`config.mk`:
```
export PLATFORM = sky130hd
export DESIGN_NAME = fetch_ifid
export DESIGN_NICKNAME = d
export VERILOG_FILES = /design/src/rtl/legv8_pkg.sv /design/src/rtl/flopr_en.sv /design/src/rtl/fetch_ifid.sv
export SDC_FILE = /design/constraint.sdc
export NUM_CORES = 1
export LEC_CHECK = 0
export ABC_AREA = 1
export BUFFER_PORTS_ARGS = -buffer_cell sky130_fd_sc_hd__buf_4
export CORE_MARGIN = 3
export CORE_UTILIZATION = 59
export CTS_CLUSTER_DIAMETER = 40
export DETAILED_ROUTE_END_ITERATION = 8
export PLACE_DENSITY = 0.82
export SLEW_MARGIN = 15
export SYNTH_ARGS = -nofsm -noshare
export SYNTH_HDL_FRONTEND = slang
export SYNTH_HIERARCHICAL = 1
export SYNTH_SLANG_ARGS = --single-unit
export TNS_END_PERCENT = 30
```
`constraint.sdc`:
```
create_clock -name clk -period 2.46 [get_ports clk]
set_input_delay 0.123 -clock clk [delete_from_list [all_inputs] [get_ports clk]]
set_output_delay 0.123 -clock clk [all_outputs]
set_load 0.005 [all_outputs]
```
`src/rtl/legv8_pkg.sv`:
```
// Shared LEGv8 front-end types and constants.
package legv8_pkg;

  localparam int unsigned INSTR_W = 32;
  localparam int unsigned PC_INC  = 4;

  typedef enum logic [1:0] {
    IDLE = 2'd0,
    REQ  = 2'd1,
    HOLD = 2'd2
  } fetch_state_t;

endpackage

```
`src/rtl/flopr_en.sv`:
```
// Resettable register with load enable; synchronous active-low reset.
module flopr_en #(
  parameter int unsigned   W       = 1,
  parameter logic [W-1:0]  RST_VAL = '0
) (
  input  logic         clk,
  input  logic         reset,
  input  logic         en_i,
  input  logic [W-1:0] d_i,
  output logic [W-1:0] q_o
);

  always_ff @(posedge clk) begin
    if (!reset) begin
      q_o <= RST_VAL;
    end else if (en_i) begin
      q_o <= d_i;
    end
  end

endmodule

```
`src/rtl/fetch_ifid.sv`:
```
// LEGv8 instruction fetch with IF/ID pipeline register, one-entry skid buffer
// for stalled returns, and kill of in-flight fetches on branch redirect.
module fetch_ifid
  import legv8_pkg::*;
#(
  parameter int unsigned   N        = 64,
  parameter int unsigned   IW       = INSTR_W,
  parameter logic [N-1:0]  RESET_PC = '0
) (
  input  logic          clk,
  input  logic          reset,
  output logic          imem_req,
  output logic [N-1:0]  imem_addr,
  input  logic          imem_ack,
  input  logic [IW-1:0] imem_rdata,
  input  logic          pc_src,
  input  logic [N-1:0]  pc_branch,
  input  logic          stall,
  input  logic          flush,
  output logic [N-1:0]  ifid_pc,
  output logic [IW-1:0] ifid_instr,
  output logic          ifid_valid
);

  localparam logic [N-1:0] ALIGN_MASK = ~N'(3);

  fetch_state_t  state_q, state_d;
  logic          kill_q, kill_d;
  logic          req_q, req_d;
  logic [N-1:0]  pc_q, pc_d, addr_q, addr_d;
  logic [N-1:0]  buf_pc_q, ifid_pc_d;
  logic [IW-1:0] buf_instr_q, ifid_instr_d;
  logic          ifid_valid_d;
  logic          pc_en, buf_en, ifid_ld_en;
  logic          ack_fire, take;

  assign ack_fire = (state_q == REQ) && imem_ack;
  assign take     = ack_fire && !kill_q;

  // Next-state, redirect/kill and IF/ID load control.
  always_comb begin
    state_d      = state_q;
    kill_d       = kill_q;
    pc_d         = pc_q;
    pc_en        = 1'b0;
    buf_en       = 1'b0;
    ifid_ld_en   = 1'b0;
    ifid_pc_d    = pc_q;
    ifid_instr_d = imem_rdata;
    ifid_valid_d = ifid_valid;

    if (pc_src) begin
      pc_d         = pc_branch & ALIGN_MASK;
      pc_en        = 1'b1;
      state_d      = REQ;
      kill_d       = (state_q == REQ) && !imem_ack;
      ifid_valid_d = 1'b0;
    end else begin
      case (state_q)
        IDLE: begin
          state_d = REQ;
          if (!stall) ifid_valid_d = 1'b0;
        end
        REQ: begin
          if (ack_fire) kill_d = 1'b0;
          if (take) begin
            pc_d  = pc_q + N'(PC_INC);
            pc_en = 1'b1;
            if (stall) begin
              buf_en  = 1'b1;
              state_d = HOLD;
            end else begin
              ifid_ld_en   = 1'b1;
              ifid_valid_d = 1'b1;
            end
          end else if (!stall) begin
            ifid_valid_d = 1'b0;
          end
        end
        HOLD: begin
          if (!stall) begin
            ifid_ld_en   = 1'b1;
            ifid_pc_d    = buf_pc_q;
            ifid_instr_d = buf_instr_q;
            ifid_valid_d = 1'b1;
            state_d      = REQ;
          end
        end
        default: state_d = IDLE;
      endcase
    end

    if (flush) ifid_valid_d = 1'b0;

    // A killed request keeps presenting its original address until acked.
    addr_d = kill_d ? addr_q : pc_d;
    req_d  = (state_d == REQ);
  end

  always_ff @(posedge clk) begin
    if (!reset) begin
      state_q <= IDLE;
      kill_q  <= 1'b0;
      req_q   <= 1'b0;
    end else begin
      state_q <= state_d;
      kill_q  <= kill_d;
      req_q   <= req_d;
    end
  end

  flopr_en #(.W(N), .RST_VAL(RESET_PC)) u_pc (
    .clk(clk), .reset(reset), .en_i(pc_en), .d_i(pc_d), .q_o(pc_q)
  );

  flopr_en #(.W(N), .RST_VAL(RESET_PC)) u_addr (
    .clk(clk), .reset(reset), .en_i(1'b1), .d_i(addr_d), .q_o(addr_q)
  );

  flopr_en #(.W(N)) u_buf_pc (
    .clk(clk), .reset(reset), .en_i(buf_en), .d_i(pc_q), .q_o(buf_pc_q)
  );

  flopr_en #(.W(IW)) u_buf_instr (
    .clk(clk), .reset(reset), .en_i(buf_en), .d_i(imem_rdata), .q_o(buf_instr_q)
  );

  flopr_en #(.W(N)) u_ifid_pc (
    .clk(clk), .reset(reset), .en_i(ifid_ld_en), .d_i(ifid_pc_d), .q_o(ifid_pc)
  );

  flopr_en #(.W(IW)) u_ifid_instr (
    .clk(clk), .reset(reset), .en_i(ifid_ld_en), .d_i(ifid_instr_d), .q_o(ifid_instr)
  );

  flopr_en #(.W(1)) u_ifid_valid (
    .clk(clk), .reset(reset), .en_i(1'b1), .d_i(ifid_valid_d), .q_o(ifid_valid)
  );

  assign imem_req  = req_q;
  assign imem_addr = addr_q;

endmodule
```
==> impl_metrics.env <==
export IMPL_status="complete, no violations"
export IMPL_critPathMaxStageDelay_ps=330
export IMPL_start_kind="register"
export IMPL_fin_crit_ps=2340
export IMPL_period_share=0.951
export IMPL_hold_worst_slack_ps=10.4
export IMPL_yosysUniqueCellTypes=41
export IMPL_cts_root_buf="clkbuf_16"
export IMPL_worstSkewPairLatency_ps=570
export IMPL_swShare=0.287
export IMPL_grt_pass1_wl_mm=100
export IMPL_internal_power_w=0.0110
export IMPL_ant_nets=0
export IMPL_grt_pass1_vias=19190
export IMPL_synth_avg_cell_area_um2=6.06
export IMPL_drc=0
export IMPL_synth_enable_flop_cells=0
export IMPL_slowest_stage="dfxtp_1"
export IMPL_finalSetupTns_ps=0
export IMPL_tightest_slew_ps=635
export IMPL_dp_hpwl_mm=44.9
export IMPL_rows=64
export IMPL_hold_class="input pin to register"
export IMPL_netlist_instances=3112
export IMPL_io_buffers=261
export IMPL_async_flop_share=0
export IMPL_pre_cts_slack_ps=94.7
export IMPL_synth_ff_type="dfxtp_1"
export IMPL_drtIter0Drc=2118
export IMPL_die_area_um2=34100
export IMPL_slew_limit_headroom=0.577
export IMPL_critPathMaxFanout=5
export IMPL_p_comb_frac=0.157
export IMPL_hold_start="pc_branch[17]"
export IMPL_cts_tree="done"
export IMPL_cp_num_buf_inv=3
export IMPL_critPathRequiredTime_ps=2970
export IMPL_clock_sinks=325
export IMPL_p_per_area_nw_per_um2=658
export IMPL_die_x_um=185
export IMPL_grt_start_max_net_pins=101
export IMPL_fin_ws_ps=121
export IMPL_fin_util=0.756
export IMPL_critPathKind="register to register"
export IMPL_layout_commonest_cell="nand2_1"
export IMPL_maxSlewViolCount=0
export IMPL_synth_seq_cells=325
export IMPL_grt_overflow_total=0
export IMPL_cts_buffers=47
export IMPL_die_h_um=185
export IMPL_ir_worst_vdd_mv=0.595
export IMPL_clock_path_buffers=3
export IMPL_p_leak_nw=11.7
export IMPL_power_switching_w=0.00444
export IMPL_drt_pass1_iterations=6
export IMPL_grt_usage=0.370
export IMPL_finalSetupViolCount=0
export IMPL_fmax_mhz=427
export IMPL_htree_levels=2
export IMPL_syn_area_um2=18900
export IMPL_clk_pin_slew_worst_paths_ps=60
export IMPL_maxCapViolations=0
export IMPL_cp_arrival_ps=2850
export IMPL_core_area_um2=31100
export IMPL_initial_utilization=0.607
export IMPL_seqPwrFrac=0.376
export IMPL_layout_common_cells="1,021 x nand2_1, 794 x nor2_1, 406 x inv_1"
export IMPL_startpoint="state_q[1]"
export IMPL_routabilityCongestion=0.985
export IMPL_grt_antenna_before_repair=4
export IMPL_crit_chain="inv_1 > ha_4 > nand2_4 > nor2_4 > nand2_1 > nor2_2 > buf_4 > xnor2_1 > o21ai_1 > nand2_1 > nand2_1 > inv_1 > nand2_1 > nand2_1 > nor2_1"
export IMPL_ios=264
export IMPL_fin_skew_ps=14.9
export IMPL_crit_path_end_kind="register"
export IMPL_clockPowerShare=0.467
export IMPL_drive_gt1_frac=0.176
export IMPL_drt_vias_per_instance=5.26
export IMPL_r2r_start="state_q[1]"
export IMPL_synth_warning_count=6
export IMPL_via_count=20314
export IMPL_nets=3537
export IMPL_wl_per_cell_um=17.1
export IMPL_finalHoldViolations=0
export IMPL_nFillCells=2424
export IMPL_critPathTopFamily="simple AND/OR/NAND/NOR gates"
export IMPL_yosysSeqAreaShare=0.345
export IMPL_area_growth_pct=24.6
export IMPL_path_common_cell="nand2_1"
export IMPL_drt_total_wl_mm=66.0
[state kept, by name, indices dropped and copies added, names as in the netlist]
register	cells
u_addr/q_o	64
u_buf_pc/q_o	64
u_ifid_pc/q_o	64
u_pc/q_o	64
u_buf_instr/q_o	32
u_ifid_instr/q_o	32
state_q	2
imem_req	1
kill_q	1
u_ifid_valid/q_o	1
[synth_stat cells (all sizes together), types with 5 or more instances]
cell type	count	area (um2)
and2	7	43.8
a21oi	38	190
nand3	103	531
inv	412	1550
buf	137	1110
xnor2	7	61.3
or2	21	131
nor3	13	81.3
nand4	20	125
ha	5	62.6
xor2	11	96.3
a31oi	19	119
nand2	1030	3880
clkbuf	15	56.3
dfxtp	325	6510
o21bai	9	67.6
mux2	64	721
nor2	824	3180
a21boi	16	124
o21ai	25	144
[path summary, 6_finish.rpt]
check	slack, ps	cells past startpoint	end
max	120	15	u_addr/q_o[14]
min	10	7	u_pc/q_o[17]
max reg2reg	120	15	u_addr/q_o[14]
min reg2reg	470	2	u_ifid_pc/q_o[36]
[worst min-delay path, stage by stage]
cell and delay (ps):
buf_4 80, nand2_1 50, o21ai_2 60, inv_1 50, nand2_1 50, nand2_1 50, nor2_1 70
[through the flow]
stage,instances,instance area [um2],power [W]
global route,3865,23500,0.0160
detailed placement,3732,21300,0.00813
CTS,3859,23400,0.0153
finish,3865,23500,0.0155
global placement,3732,21300,0.00807
floorplan,3115,18900,0.00725
[power groups by stage]
stage	Sequential (W)	Combinational (W)	Clock (W)
after detailed placement	0.00591	0.00222	0
after global placement	0.00590	0.00218	0
after floorplan	0.00585	0.00141	0
final	0.00582	0.00242	0.00722
after CTS	0.00580	0.00231	0.00721
after global routing	0.00584	0.00265	0.00746
[cells by family (layout without fill, tap and decap cells)]
group,after synthesis,in the layout,share of synthesized area
simple gates,2023,2024,0.425
compound gates,112,112,0.0362
buf+inv,564,916,0.144
fa+ha+maj,5,5,0.00332
other cells,1,5,0.000199
mux,64,64,0.0382
flops,325,325,0.345
xor+xnor,18,18,0.00836
[repair_timing]
action | in CTS | in global routing
resized for setup | 0 | 29
setup endpoints to repair | 0 | 64
hold endpoints to repair | 58 | 0
hold buffers | 40 | 0
setup buffers | 0 | 4
[layout make-up]
class	count	area (um2)	share of cell area
clock buffers	56	1270	0.0542
multi-input cells	2227	9790	0.417
diodes	1	2.50	0.000106
clock inverters	31	409	0.0174
repair buffers	417	3470	0.148
well taps	396	495	0.0211
inverters	412	1550	0.0658
flip-flops and latches	325	6510	0.277
[routing by layer]
layer  share of wire  track usage  vias to the layer above
li1                -            -                     9869
met1            0.42        0.487                     9338
met2            0.46        0.614                      949
met3           0.088       0.0742                      152
met4           0.031        0.114                        6
met5         0.00055            0                        -
Note: power is estimated with default switching activity, not from simulation.
